==> src/rtl/spi_slave_pkg.sv <==
// spi_slave_pkg: FSM state encodings and mode-word bit positions shared by the SPI slave.
package spi_slave_pkg;
  typedef enum logic {
    SPI_S_IDLE  = 1'b0,
    SPI_S_SHIFT = 1'b1
  } state_e;
  localparam int MODE_CPOL  = 0;
  localparam int MODE_CPHA  = 1;
  localparam int MODE_ORDER = 2;
  localparam int MODE_W     = 3;
endpackage

==> src/rtl/spi_slave_if.sv <==
// spi_slave_if: core-side TX buffer (valid/ready) and RX holding register (valid/ack) bus.
interface spi_slave_if #(parameter int DATA_W = 32) ();
  logic [DATA_W-1:0] tx_data;
  logic              tx_valid;
  logic              tx_ready;
  logic [DATA_W-1:0] rx_data;
  logic              rx_valid;
  logic              rx_ack;
  modport master (output tx_data, tx_valid, rx_ack, input tx_ready, rx_data, rx_valid);
  modport slave  (input tx_data, tx_valid, rx_ack, output tx_ready, rx_data, rx_valid);
endinterface

==> src/rtl/spi_slave_sync.sv <==
// spi_slave_sync: 2-flop synchronizers for sck/ss_n/mosi with sck and ss_n edge strobes.
module spi_slave_sync (
  input  logic clk,
  input  logic rst,
  input  logic sck,
  input  logic ss_n,
  input  logic mosi,
  output logic sck_rise,
  output logic sck_fall,
  output logic ss_fall,
  output logic ss_rise,
  output logic mosi_s
);
  logic [2:0] sck_q, sck_d, ss_q, ss_d;
  logic [1:0] mosi_q, mosi_d;
  always_comb begin
    sck_d  = {sck_q[1:0], sck};
    ss_d   = {ss_q[1:0], ss_n};
    mosi_d = {mosi_q[0], mosi};
  end
  // ss_n resets to "selected" so a select held low through reset never looks like a fresh fall
  always_ff @(posedge clk or posedge rst)
    if (rst) begin
      sck_q  <= '0;
      ss_q   <= '0;
      mosi_q <= '0;
    end else begin
      sck_q  <= sck_d;
      ss_q   <= ss_d;
      mosi_q <= mosi_d;
    end
  assign sck_rise = sck_q[1] & ~sck_q[2];
  assign sck_fall = ~sck_q[1] & sck_q[2];
  assign ss_fall  = ~ss_q[1] & ss_q[2];
  assign ss_rise  = ss_q[1] & ~ss_q[2];
  assign mosi_s   = mosi_q[1];
endmodule

==> src/rtl/spi_slave.sv <==
// spi_slave: oversampled SPI target, modes 0-3, MSB/LSB first, 1-deep TX buffer, RX holding register.
// Define SPI_SLAVE_ERR_EN to enable the sticky ovr/udr error flags.
module spi_slave
  import spi_slave_pkg::*;
#(
  parameter int               DATA_W  = 32,
  parameter logic [DATA_W-1:0] TX_IDLE = '1
) (
  input  logic        clk,
  input  logic        rst,
  input  logic        cpol,
  input  logic        cpha,
  input  logic        order,
  input  logic        sck,
  input  logic        ss_n,
  input  logic        mosi,
  output logic        miso_o,
  output logic        miso_t,
  spi_slave_if.slave  bus,
  output logic        busy,
  output logic        abort,
  output logic        ovr,
  output logic        udr,
  input  logic        err_clr
);
  localparam int CW = $clog2(DATA_W) + 1;
  logic sck_rise, sck_fall, ss_fall, ss_rise, mosi_s;
  spi_slave_sync u_sync (
    .clk(clk), .rst(rst), .sck(sck), .ss_n(ss_n), .mosi(mosi),
    .sck_rise(sck_rise), .sck_fall(sck_fall), .ss_fall(ss_fall), .ss_rise(ss_rise), .mosi_s(mosi_s)
  );
  state_e              state_q, state_d;
  logic [MODE_W-1:0]   mode_q, mode_d;
  logic [DATA_W-1:0]   tx_sh_q, tx_sh_d, rx_sh_q, rx_sh_d, tx_buf_q, tx_buf_d, rx_data_q, rx_data_d;
  logic [CW-1:0]       cnt_q, cnt_d;
  logic                tx_full_q, tx_full_d, rx_valid_q, rx_valid_d, abort_q, abort_d;
  logic                lead, trail, smp, shf, start, done, load;
  logic [DATA_W-1:0]   rx_nx, tx_nx;
  always_comb begin
    lead       = mode_q[MODE_CPOL] ? sck_fall : sck_rise;
    trail      = mode_q[MODE_CPOL] ? sck_rise : sck_fall;
    start      = state_q == SPI_S_IDLE && ss_fall;
    smp        = state_q == SPI_S_SHIFT && !ss_rise && (mode_q[MODE_CPHA] ? trail : lead);
    // no shift before the first sample of a frame: the first bit is already on miso after a load
    shf        = state_q == SPI_S_SHIFT && !ss_rise && cnt_q != '0 && (mode_q[MODE_CPHA] ? lead : trail);
    rx_nx      = mode_q[MODE_ORDER] ? {mosi_s, rx_sh_q[DATA_W-1:1]} : {rx_sh_q[DATA_W-2:0], mosi_s};
    tx_nx      = mode_q[MODE_ORDER] ? {1'b1, tx_sh_q[DATA_W-1:1]} : {tx_sh_q[DATA_W-2:0], 1'b1};
    done       = smp && cnt_q == CW'(DATA_W - 1);
    load       = start || done;
    state_d    = state_q;
    mode_d     = mode_q;
    tx_sh_d    = shf ? tx_nx : tx_sh_q;
    rx_sh_d    = smp ? rx_nx : rx_sh_q;
    cnt_d      = smp ? (done ? '0 : cnt_q + 1'b1) : cnt_q;
    tx_buf_d   = tx_buf_q;
    tx_full_d  = tx_full_q;
    rx_data_d  = done ? rx_nx : rx_data_q;
    rx_valid_d = done ? 1'b1 : (bus.rx_ack ? 1'b0 : rx_valid_q);
    abort_d    = 1'b0;
    if (start) begin
      state_d            = SPI_S_SHIFT;
      mode_d[MODE_CPOL]  = cpol;
      mode_d[MODE_CPHA]  = cpha;
      mode_d[MODE_ORDER] = order;
      cnt_d              = '0;
    end
    if (state_q == SPI_S_SHIFT && ss_rise) begin
      state_d = SPI_S_IDLE;
      abort_d = cnt_q != '0;
      cnt_d   = '0;
    end
    if (load) begin
      tx_sh_d   = tx_full_q ? tx_buf_q : TX_IDLE;
      tx_full_d = 1'b0;
    end
    // a write into an empty buffer on a load cycle is kept for the following frame
    if (bus.tx_valid && !tx_full_q) begin
      tx_buf_d  = bus.tx_data;
      tx_full_d = 1'b1;
    end
  end
  always_ff @(posedge clk or posedge rst)
    if (rst) begin
      state_q    <= SPI_S_IDLE;
      mode_q     <= '0;
      tx_sh_q    <= '1;
      rx_sh_q    <= '0;
      tx_buf_q   <= '0;
      rx_data_q  <= '0;
      cnt_q      <= '0;
      tx_full_q  <= 1'b0;
      rx_valid_q <= 1'b0;
      abort_q    <= 1'b0;
    end else begin
      state_q    <= state_d;
      mode_q     <= mode_d;
      tx_sh_q    <= tx_sh_d;
      rx_sh_q    <= rx_sh_d;
      tx_buf_q   <= tx_buf_d;
      rx_data_q  <= rx_data_d;
      cnt_q      <= cnt_d;
      tx_full_q  <= tx_full_d;
      rx_valid_q <= rx_valid_d;
      abort_q    <= abort_d;
    end
  assign miso_o       = state_q == SPI_S_IDLE ? 1'b1 : (mode_q[MODE_ORDER] ? tx_sh_q[0] : tx_sh_q[DATA_W-1]);
  assign miso_t       = state_q == SPI_S_IDLE;
  assign busy         = state_q == SPI_S_SHIFT;
  assign abort        = abort_q;
  assign bus.tx_ready = !tx_full_q;
  assign bus.rx_data  = rx_data_q;
  assign bus.rx_valid = rx_valid_q;
`ifdef SPI_SLAVE_ERR_EN
  logic ovr_q, ovr_d, udr_q, udr_d;
  always_comb begin
    ovr_d = (done && rx_valid_q) || (ovr_q && !err_clr);
    udr_d = (load && !tx_full_q) || (udr_q && !err_clr);
  end
  always_ff @(posedge clk or posedge rst)
    if (rst) begin
      ovr_q <= 1'b0;
      udr_q <= 1'b0;
    end else begin
      ovr_q <= ovr_d;
      udr_q <= udr_d;
    end
  assign ovr = ovr_q;
  assign udr = udr_q;
`else
  logic unused_err_clr;
  assign unused_err_clr = err_clr;
  assign ovr = 1'b0;
  assign udr = 1'b0;
`endif
endmodule

==> src/flat_wrapper.sv <==
// flat-port wrapper written by rule: the top's interface ports become plain ports
module spi_slave_flat import spi_slave_pkg::*;
#(
  parameter int               DATA_W  = 32,
  parameter logic [DATA_W-1:0] TX_IDLE = '1
)
  (clk, rst, cpol, cpha, order, sck, ss_n, mosi, miso_o, miso_t, busy, abort, ovr, udr, err_clr, bus_tx_data, bus_tx_valid, bus_rx_ack, bus_tx_ready, bus_rx_data, bus_rx_valid);
  spi_slave_if #(.DATA_W(DATA_W)) bus_i ();
  input  logic clk;
  input  logic rst;
  input  logic cpol;
  input  logic cpha;
  input  logic order;
  input  logic sck;
  input  logic ss_n;
  input  logic mosi;
  output logic miso_o;
  output logic miso_t;
  output logic busy;
  output logic abort;
  output logic ovr;
  output logic udr;
  input  logic err_clr;
  input wire logic [$bits(bus_i.tx_data)-1:0] bus_tx_data;
  input wire logic [$bits(bus_i.tx_valid)-1:0] bus_tx_valid;
  input wire logic [$bits(bus_i.rx_ack)-1:0] bus_rx_ack;
  output wire logic [$bits(bus_i.tx_ready)-1:0] bus_tx_ready;
  output wire logic [$bits(bus_i.rx_data)-1:0] bus_rx_data;
  output wire logic [$bits(bus_i.rx_valid)-1:0] bus_rx_valid;
  assign bus_i.tx_data = bus_tx_data;
  assign bus_i.tx_valid = bus_tx_valid;
  assign bus_i.rx_ack = bus_rx_ack;
  assign bus_tx_ready = bus_i.tx_ready;
  assign bus_rx_data = bus_i.rx_data;
  assign bus_rx_valid = bus_i.rx_valid;
  spi_slave #(.DATA_W(DATA_W), .TX_IDLE(TX_IDLE)) u_core (.clk(clk), .rst(rst), .cpol(cpol), .cpha(cpha), .order(order), .sck(sck), .ss_n(ss_n), .mosi(mosi), .miso_o(miso_o), .miso_t(miso_t), .bus(bus_i), .busy(busy), .abort(abort), .ovr(ovr), .udr(udr), .err_clr(err_clr));
endmodule
==> config.mk <==
export PLATFORM = sky130hd
export DESIGN_NAME = spi_slave_flat
export DESIGN_NICKNAME = d
export VERILOG_FILES = /design/src/rtl/spi_slave_pkg.sv /design/src/rtl/spi_slave_if.sv /design/src/rtl/spi_slave_sync.sv /design/src/rtl/spi_slave.sv /design/src/flat_wrapper.sv
export SDC_FILE = /design/constraint.sdc
export NUM_CORES = 1
export LEC_CHECK = 0
export CAP_MARGIN = 30
export CORE_MARGIN = 2
export CORE_UTILIZATION = 50
export CTS_BUF_LIST = sky130_fd_sc_hd__clkbuf_4 sky130_fd_sc_hd__clkbuf_8
export CTS_CLUSTER_DIAMETER = 50
export CTS_CLUSTER_SIZE = 30
export DETAILED_ROUTE_END_ITERATION = 6
export PLACE_DENSITY = 0.77
export SYNTH_ARGS = -nofsm -noshare
export SYNTH_HDL_FRONTEND = slang
export SYNTH_HIERARCHICAL = 1
export SYNTH_SLANG_ARGS = --single-unit
==> constraint.sdc <==
create_clock -name clk -period 5.9 [get_ports clk]
set_input_delay 1.18 -clock clk [delete_from_list [all_inputs] [get_ports clk]]
set_output_delay 1.18 -clock clk [all_outputs]
set_load 0.01 [all_outputs]
After elaboration in Yosys (flattened, before gate mapping)
Index checks and enable logic that the tools add are counted.

Register bits after elaboration: 149. Latch bits: 0. Bits in writable memories: 0. Bits in read-only memories: 0. Output and inout bits: 40. Word-level logic and storage cells: 63. Memories kept: 0.

$add $sub $neg: 1. Multiply operators: 0. Divide/modulo/power cells: 0. Magnitude comparators: 0. Equal/unequal tests: 1. Shift operators: 0. Mux-type cells: 22. Bitwise operators: 9. Reduce and logical (&&, ||, !) cells: 17.

Operator list (number): $mux W32 (5); $mux W6 (4); $mux W1 (13); $logic_and A1 B1 Y1 (8); $reduce_bool A2 Y1 (4); $add A6 B1 Y6 const B (1); $eq A6 B5 Y1 const B (1); $reduce_bool A6 Y1 (1); $not A1 Y1 (5); $and A1 B1 Y1 (4); $reduce_bool A3 Y1 (1); $logic_not A1 Y1 (2); $logic_or A1 B1 Y1 (1).

Logic depth before layout (Yosys ltp)
Gate-level depths: netlist of run 1.

Word-level depth: 10. Mapped depth: 9.

Modules after synthesis
Netlist of run 1, hierarchy kept.

By module, submodules not included: spi_slave (instances 1, cells an instance 559, area each 6576.3 µm²); spi_slave_sync (instances 1, cells an instance 13, area each 239.0 µm²).

Worst setup path after synthesis of run 1
Ideal clock, no wire load.

Kind: reg2out. Start point: register u_core.mode_q[2]. End point: output port miso_o. Data arrival time: 1.326 ns. Data required time: 4.720 ns. Slack: 3.394 ns. Stages on the path, launching flop included: 6. Cells stage by stage: dfrtp_1 > buf_2 > buf_2 > buf_2 > mux2i_1 > nand2_1.

Longest elaborated chain between the ends: 2.

RTL lines: start: declaration (RTL line spi_slave.sv:33) `logic [MODE_W-1:0] mode_q, mode_d;`; start signal: assignment (RTL line spi_slave.sv:96) `mode_q <= mode_d;`; $mux W1 (2 in series) (RTL line spi_slave.sv:106) `assign miso_o = state_q == SPI_S_IDLE ? 1'b1 : (mode_q[MODE_ORDER] ? tx_sh_q[0] : tx_sh_q[DATA_W-1]);`; end: declaration (RTL line flat_wrapper.sv:17) `output logic miso_o;`.

Every way passes these cells.

Worst setup path after layout of run 1
Start point: register u_core.tx_full_q. End point: output port bus_tx_ready.

Longest elaborated chain between the ends: 1.

RTL lines: start: declaration (RTL line spi_slave.sv:36) `logic tx_full_q, tx_full_d, rx_valid_q, rx_valid_d, abort_q, abort_d;`; start signal: assignment (RTL line spi_slave.sv:102) `tx_full_q <= tx_full_d;`; $logic_not A1 Y1 (RTL line spi_slave.sv:110) `assign bus.tx_ready = !tx_full_q;`; end: declaration (RTL line flat_wrapper.sv:27) `output wire logic [$bits(bus_i.tx_ready)-1:0] bus_tx_ready;`.

Every way passes these cells.

==> results of run 1 <==
-- cell type report --
class | instances | area [um2]
clock buffer | 21 | 282.8
clock inverter | 9 | 56.30
fill | 1024 | 5228
inverter | 9 | 38.79
multi-input combinational | 374 | 2781
sequential | 149 | 3770
tap | 176 | 220.2
timing repair buffer | 88 | 918.4
-- final timing paths --
check / startpoint / endpoint / slack, ns / cells past startpoint
hold reg to reg: u_core/u_sync/sck_q[0]$_DFF_PP0_ / u_core/u_sync/sck_q[1]$_DFF_PP0_ / 0.35 / 0
setup / recovery: u_core/tx_full_q$_DFFE_PP0P_ / bus_tx_ready / 2.87 / 3
max in group asynchronous: rst / u_core/rx_sh_q[3]$_DFFE_PP0P_ / 3.38 / 3
min in group asynchronous: rst / u_core/u_sync/ss_q[2]$_DFF_PP0_ / 1.09 / 2
setup reg to reg: u_core/cnt_q[0]$_DFFE_PP0P_ / u_core/bus.rx_data[26]$_DFFE_PP0P_ / 3.47 / 6
hold / removal: u_core/u_sync/sck_q[0]$_DFF_PP0_ / u_core/u_sync/sck_q[1]$_DFF_PP0_ / 0.35 / 0
-- placed cells by master, fill, tap and decap left out, types with 18 or more instances in the layout --
cell type	instances
a21oi_1	29
a31oi_1	32
clkbuf_8	20
clkdlybuf4s50_1	79
dfrtp_1	116
dfstp_2	32
mux2_2	106
mux2i_1	18
nand2_1	77
nor2_1	29
nor3_1	34
-- power groups by stage --
stage	Combinational [W]	Clock, W	Sequential [W]
2_1_floorplan	0.000691	0	0.00152
6_report	0.000852	0.000678	0.00158
5_1_grt	0.000941	0.000747	0.00161
3_3_place_gp	0.000805	0	0.00157
4_1_cts	0.000856	0.000704	0.00157
3_5_place_dp	0.000851	0	0.00159
-- routing by layer --
metal / wire, um / vias up
met1: 5879 / 2249
li1: - / 2126
met2: 6566 / 97
met5: 0 / -
met4: 166 / 0
met3: 555 / 13
-- state kept, by name, summed over array words and instances (netlist names) --
register and count:
u_core/cnt_q 6, u_core/tx_sh_q 32, u_core/u_sync/ss_q 3, u_core/u_sync/mosi_q 2, u_core/abort 1, u_core/u_sync/sck_q 3, u_core/tx_buf_q 32, u_core/bus.rx_valid 1
u_core/mode_q 3, u_core/tx_full_q 1, u_core/bus.rx_data 32, u_core/rx_sh_q 32, u_core/busy 1
-- worst register-to-register path, delay by kind of cell (launching register included) --
family,cells,cell delay (ns)
fa+ha+maj,1,0.22
buf+inv,1,0.25
flops,1,0.42
mux,1,0.40
simple gates,3,1.03
-- through the flow --
stage | total power, W | utilization
after floorplan | 0.002209 | -
after global placement | 0.002373 | 0.5745
after detailed placement | 0.002439 | 0.5777
after CTS | 0.003130 | 0.6032
after global routing | 0.003298 | 0.6068
final | 0.003105 | 0.6068
-- cell families (layout without fill, tap and decap cells) --
kind of cell / count (synthesis) / after routing / synth area share
AOI/OAI and AO/OA: 70 / 70 / 0.05948
xor gates and xnor gates: 2 / 2 / 0.003673
adders and majority gates: 2 / 2 / 0.003671
buffers and inverters: 50 / 127 / 0.04388
DFF: 149 / 149 / 0.5530
muxes: 138 / 138 / 0.2319
other: 1 / 2 / 0.0005502
and+or+nand+nor: 160 / 160 / 0.1039
==> impl_metrics.ini, run 1 <==
[sta]
period_needed_ns = 3.029
setup_tns_ns = 0
finalCritPeriodShare = 0.5133
timing.hold.ws_ns = 0.3514
worst_pin_slew_ns = 0.8316
drv_slew = 0
hold_viol = 0
setup_viol = 0
rsz0062_at_grt = no
maxSlewHeadroom = 0.4456
layout_setup_ws_ns = 2.871
max_freq_mhz = 330.2
fin_worst_skew_ns = 0.009559

[synth]
synth_edf_count = 0
netlist_area_um2 = 6815
ys_warn_count = 6
yosys.area.top_type_share = 0.4296
ys_seq_elements = 149
synth.most_common_cell = dfrtp_1
synthTopCellsByArea = dfrtp_1 43%, mux2_2 18%, dfstp_2 12%
ys_seq_area_frac = 0.5530
ys_types = 39
synth_ff_type = dfrtp_1
synth_common_cells = 117 x dfrtp_1, 106 x mux2_2, 77 x nand2_1
synth_top_area_cell = dfrtp_1
async_flop_share = 1.000
synthCells = 572
syn_avg_cell_area_um2 = 11.91

[critical_path]
critPathKind = register to output pin
critical_path_arrival_ns = 1.85
crit_fanout = 33
crit_buf_inv = 3
max_stage_delay_ns = 0.61
path_cells = inv_1 -> buf_4 -> clkdlybuf4s50_1
worst_setup_path_end_kind = output pin
cp_top_family = buffers and inverters
crit_slowest_cell = clkdlybuf4s50_1
critPathRequiredTime_ns = 4.72
crit_path_start_kind = register

[outcome]
status = finished clean

[grt]
gr-usage-met3 = 0.05991
grt_busiest_layer = met2
grt_pass1_vias = 4714
grt_max_degree = 78
grt_first_pass_wirelength_um = 22010
track_usage = 0.1893
antenna_found_initial = 1
use_met2 = 0.3121
use_met1 = 0.2375
grt_overflow = 0

[floorplanning]
start_util = 0.5126
fp-row-count = 42
core-area_um2 = 13300
die_width_um = 120.8
die-area_um2 = 14580
num_io_pins = 83
die_y_um = 120.8

[clocking]
clock_sinks = 149
postCtsSetupBuffers = 0
cts_tree = yes
numCtsBuffers = 17
htreeDepth = 4
clk_path_buf_depth = 2
ctsResizeCount = 0
root_buffer = clkbuf_8
path_clk_slew_ns = 0.08
ctsHoldBuffers = 0
clk_latency_ns = 0.44

[finish]
area_delta_synth_final_pct = 18.38
fin_cells = 826
num_antenna_cells = 0
fin_nets = 684
layout-drive-gt1-share = 0.3108
finalInstanceArea_um2 = 8068

[pwr]
leakage_nw = 3.503
swShare = 0.3094
combPwrFrac = 0.274
p_seq_frac = 0.507
power.internal_w = 0.002144
ir_drop_mv = 0.2010
clkPwrFrac = 0.218
power_density_nw_per_um2 = 384.8
switchingPower_w = 0.0009607

[route]
wl_per_cell_um = 15.94
postRouteAntennaNets = 0
drc = 0
wl_um = 13170
vias = 4485
firstDrtPassIters = 4
vias_per_cell = 5.430
drt_iter0_drc = 317

[placement]
place_congestion = 0.7469
placed_cell_area_um2 = 7681
post-dp-hpwl_um = 8416
pre_cts_ws_ns = 2.829
portBuffers = 79
dpl.cell_count = 794

[run]
drv_cap = 0

[hold_path]
hold_path_class = register to register
Note: power is estimated with default switching activity, not from simulation.
==> run 2, diff against run 1 <==
--- a/config.mk
+++ b/config.mk
@@ -12,7 +12,7 @@
 export CTS_CLUSTER_DIAMETER = 50
 export CTS_CLUSTER_SIZE = 30
 export DETAILED_ROUTE_END_ITERATION = 6
-export PLACE_DENSITY = 0.77
+export PLACE_DENSITY = 0.8
 export SYNTH_ARGS = -nofsm -noshare
 export SYNTH_HDL_FRONTEND = slang
 export SYNTH_HIERARCHICAL = 1
==> constraint.sdc (replaced) <==
create_clock -name clk -period 2.6 [get_ports clk]
set_input_delay 0.52 -clock clk [delete_from_list [all_inputs] [get_ports clk]]
set_output_delay 0.52 -clock clk [all_outputs]
set_load 0.01 [all_outputs]
==> run 2 against run 1 <==
Against the previous run: combinational power is 130% higher; sequential cell count is the same; worst hold slack improved by 0.0095 ns; critical path type unchanged; largest power group unchanged.
==> impl_metrics.ini, run 2 (same netlist as run 1, synthesis figures left out) <==
[outcome]
status = finished clean

[critical_path]
reg2reg_depth = 6
critPathKind = register to output pin
crit_path_start_kind = register
path_cells = mux2i_1 -> nand2_1 -> clkdlybuf4s50_1
rr_startpoint = u_core/u_sync/ss_q[1]$_DFF_PP0_
crit_start = u_core/tx_sh_q[0]$_DFFE_PP1P_
critPathRequiredTime_ns = 2.08
crit_slowest_cell = dfstp_2
crit_end = miso_o
critical_path_arrival_ns = 1.73
crit_fanout = 3
r2r_slack_ns = 0.41
worst_setup_path_end_kind = output pin
max_stage_delay_ns = 0.56
r2r_end = u_core/rx_sh_q[10]$_DFFE_PP0P_

[placement]
post-dp-hpwl_um = 8659
placed_cell_area_um2 = 7802
place_congestion = 0.7833
dpl.cell_count = 804
portBuffers = 79

[run]
drv_cap = 0

[sta]
hold_viol = 0
setup_tns_ns = 0
max_freq_mhz = 443.6
worst_pin_slew_ns = 0.8493
drv_slew = 0
rsz0062_at_grt = no
finalCritPeriodShare = 0.8671
setup_viol = 0
maxSlewHeadroom = 0.4338
period_needed_ns = 2.254
fin_worst_skew_ns = 0.008975
timing.hold.ws_ns = 0.3609

[finish]
num_antenna_cells = 0
fillCellCount = 1030
finalInstanceArea_um2 = 8182
layout-drive-gt1-share = 0.3212
area_delta_synth_final_pct = 20.05
fin_cells = 836
layout_common_cells = 116 x dfrtp_1, 106 x mux2_2, 79 x clkdlybuf4s50_1, 77 x nand2_1, 34 x nor3_1
mostFrequentLayoutCell = dfrtp_1
fin_nets = 692

[pwr]
combPwrFrac = 0.271
p_seq_frac = 0.494
ir_drop_mv = 0.4908
clkPwrFrac = 0.234
swShare = 0.3111
power_density_nw_per_um2 = 882.2
switchingPower_w = 0.002246
power.internal_w = 0.004973
leakage_nw = 3.552

[clocking]
clk_latency_ns = 0.46
clock_sinks = 149
ctsHoldBuffers = 0
htreeDepth = 4
root_buffer = clkbuf_8
postCtsSetupBuffers = 0
ctsResizeCount = 0
clk_path_buf_depth = 2
path_clk_slew_ns = 0.08
numCtsBuffers = 17
cts_tree = yes

[floorplanning]
die_width_um = 120.8
num_io_pins = 83
start_util = 0.5126
die_y_um = 120.8
fp-row-count = 42
core-area_um2 = 13300
die-area_um2 = 14580

[route]
drt_iter0_drc = 277
drc = 0
wl_um = 13120
firstDrtPassIters = 4
postRouteAntennaNets = 0
vias_per_cell = 5.401
wl_per_cell_um = 15.69
vias = 4515

[grt]
grt_max_degree = 66
grt_overflow = 0
track_usage = 0.1968
grt_pass1_vias = 4733
antenna_found_initial = 0
grt_first_pass_wirelength_um = 22550

[hold_path]
hold_path_class = register to register
==> run 2: cell types whose count changed in the layout (fill, tap and decap cells not counted), sizes merged <==
cell | before | now
buf | 9 | 17
bufinv | 0 | 1
clkbuf | 21 | 20
clkinv | 6 | 4
clkinvlp | 3 | 7
==> run 2: cell type report <==
cell class	count	area (um2)	area share
Tap cell	176	220.2	0.02692
Inverter	9	37.54	0.004588
Clock buffer	20	275.3	0.03364
Multi-Input combinational cell	374	2781	0.3400
Clock inverter	12	103.9	0.01269
Sequential cell	149	3770	0.4608
Timing Repair Buffer	96	993.5	0.1214
==> run 2: how the worst min path moves through the flow <==
stage / startpoint / to / cells after the start
after floorplan: u_core/u_sync/mosi_q[0]$_DFF_PP0_ / u_core/u_sync/mosi_q[1]$_DFF_PP0_ / 0
after global placement: u_core/u_sync/ss_q[0]$_DFF_PP0_ / u_core/u_sync/ss_q[1]$_DFF_PP0_ / 0
after detailed placement: u_core/u_sync/sck_q[0]$_DFF_PP0_ / u_core/u_sync/sck_q[1]$_DFF_PP0_ / 0
after CTS: rst / u_core/u_sync/sck_q[0]$_DFF_PP0_ / 2
after global routing: u_core/u_sync/ss_q[0]$_DFF_PP0_ / u_core/u_sync/ss_q[1]$_DFF_PP0_ / 0
final: u_core/u_sync/sck_q[0]$_DFF_PP0_ / u_core/u_sync/sck_q[1]$_DFF_PP0_ / 0
==> run 2: metrics by stage <==
| step | utilization | setup WS [ns] | total power (W) |
|---|---|---|---|
| 2_1_floorplan | - | 0.3430 | 0.005013 |
| 3_3_place_gp | 0.5869 | 0.5216 | 0.005419 |
| 3_5_place_dp | 0.5869 | 0.4636 | 0.005568 |
| 4_1_cts | 0.6154 | 0.2925 | 0.007292 |
| 5_1_grt | 0.6154 | 0.2485 | 0.007684 |
| 6_report | 0.6154 | 0.3456 | 0.007218 |
==> run 2: layer usage <==
layer | wire length (um) | part of all wire | GRT usage
met5 | 0 | 0 | 0
met4 | 199 | 0.015 | 0.07413
met3 | 612 | 0.047 | 0.05755
met2 | 6596 | 0.50 | 0.3287
met1 | 5710 | 0.44 | 0.2420
==> run 2: power groups by stage <==
stage / Combinational [W] / Sequential, W / Clock, W
6_report: 0.00196 / 0.00357 / 0.00169
5_1_grt: 0.00218 / 0.00366 / 0.00185
4_1_cts: 0.00198 / 0.00356 / 0.00175
3_5_place_dp: 0.00196 / 0.00361 / 0
3_3_place_gp: 0.00186 / 0.00356 / 0
2_1_floorplan: 0.00157 / 0.00344 / 0
==> run 2: critical path: cells and delay by family (launching register included) <==
family                 cells  cell delay [ns]
multiplexers               1             0.11
flip-flops                 1             0.56
buffers and inverters      1             0.53
AND/OR/NAND/NOR            1             0.08
==> variant, RTL diff (settings of run 2) <==
The option `SPI_SLAVE_ERR_EN` is turned on by a define.
--- a/src/rtl/spi_slave.sv
+++ b/src/rtl/spi_slave.sv
@@ -1,5 +1,7 @@
 // spi_slave: oversampled SPI target, modes 0-3, MSB/LSB first, 1-deep TX buffer, RX holding register.
 // Define SPI_SLAVE_ERR_EN to enable the sticky ovr/udr error flags.
+`define SPI_SLAVE_ERR_EN
+
 module spi_slave
   import spi_slave_pkg::*;
 #(
Behaviour: not the same (Yosys sat finds a counterexample within 10 cycles, from zero or initial values and one cycle with rst high).
==> variant against run 2 <==
- global-route usage about the same
- design area up 2.6%
- area after synthesis up 2.2%
- total power is 2.5% higher
- sequential cell count grew 2
- routed wire length increased by 3.4%
- setup slack better by 9.5 ps
- critical path type unchanged
- critical endpoint unchanged
==> variant: results <==
set metrics [dict create \
    worst_path_max_delay_cell "dfstp_2" \
    r2r_cells 6 \
    min_path_type "in2async" \
    cts_setup_buffers 0 \
    clk_root_buffer_cell "clkbuf_8" \
    crit-reg2reg-launch "u_core/u_sync/ss_q[1]" \
    critPathCapture "miso_o" \
    leakage_nw 3.68 \
    routability_driven_placement_congestion_ratio 0.834 \
    first_pass_iters 4 \
    vias 4460 \
    antenna_cells_inserted 0 \
    timing.critical_path.from "u_core/tx_sh_q[0]" \
    finalClockSkew_ps 13.0 \
    critical_path.reg2reg.endpoint "u_core/tx_sh_q[24]" \
    htree_num_levels 4 \
    grt_antenna_before_repair 0 \
    synth.distinct_cells 42 \
    dp_hpwl_um 8920 \
    cts.clk_slew.worst_paths_ps 90 \
    worst-setup-path-type "reg2out" \
    cts_buffers 17 \
    int_pwr_mw 5.20 \
    synthTopCellsByCount "dfrtp_1 (119), mux2_2 (113), nand2_1 (75)" \
    grt_first_pass_wirelength_um 22900 \
    net_count_of_the_mapped_netlist 605 \
    dominantRegCellSynth "dfrtp_1" \
    grt_start_max_net_pins 67 \
    biggest_fanout_along_the_worst_timing_path 3 \
    critical_path.top_delay_family "flip-flops" \
    clock_tree.buffer_depth 2 \
    outcome "completed" \
    vdd_drop_max_mv 0.461 \
    wirelength_um 13600 \
    cts.repair.resized 0 \
    yosysWarnings 6 \
    final_layout_size_suffix_gt1_share_pct 35.4 \
    async_flop_share_pct 100 \
    detailed_router_s_first_iteration_violation_count 343 \
    setup.reg_to_reg.worst_slack_ps 440 \
    yosys-top-cells-area "dfrtp_1 (43%), mux2_2 (18%), dfstp_2 (12%)" \
    crit_path_max_incr_delay_ps 560 \
    num-nets-final 681 \
    slew_headroom_pct 44.4 \
    clkLatencyLatePin_ps 460 \
    ys_seq_area_share_pct 54.8 \
    grt_pass1_vias 4701 \
    cp_data_arrival_time_ps 1720 \
    buffer_ports.inserted 82 \
    final.fill_count 1101 \
    groute.usage.overall_pct 19.7 \
]
variant: cell types whose count changed after synthesis, moves of 2 or more:
cell     delta
o21ai_0     +2
mux2_2      +7
dfrtp_1     +2
buf_2       -3
mux2_4     +14
a21oi_1    -14
nand2_1     -2
nor2_1     -14
mux2i_1     -9
variant: cell type report:
class	count	area (um^2)	share of cell area [%]
Multi-Input combinational cell	361	2900	34.5
Inverter	10	41.3	0.492
Sequential cell	151	3820	45.5
Tap cell	180	225	2.68
Timing Repair Buffer	95	968	11.5
Clock buffer	20	275	3.28
Clock inverter	12	168	2.00
variant: logic make-up after synthesis:
logic type               count (synthesis)  share of synthesized area (%)
flip-flops                             151                           54.8
multiplexers                           150                           25.6
AND/OR/NAND/NOR                        146                           9.60
AO/OA/AOI/OAI                           60                           5.25
buffers and inverters                   48                           3.92
XOR/XNOR                                 3                          0.485
adder cells (fa/ha/maj)                  2                          0.359
variant: layer usage:
layer  part of all wire, %  vias up  GRT usage, %  routed length, um
li1                      -     2119             -                  -
met1                    44     2243          24.1               5920
met2                    50       82          33.0               6800
met3                   4.9       16          6.41                668
met4                   1.2        0          6.61                166
met5                     0        -             0                  0
variant: power groups by stage:
stage | registers, mW | logic [mW] | clock network (mW)
after floorplan | 3.46 | 1.51 | 0
after global placement | 3.59 | 1.80 | 0
after detailed placement | 3.63 | 1.88 | 0
after CTS | 3.59 | 1.89 | 1.99
after global routing | 3.69 | 2.06 | 2.12
final | 3.59 | 1.87 | 1.94
variant: metrics by stage:
stage	worst slack, ps	instances	hold WS [ps]	instance area (um^2)
floorplan	315	560	331	6970
global placement	545	797	336	7950
detailed placement	447	797	342	7950
CTS	310	829	331	8390
global route	236	829	347	8390
finish	355	829	359	8390
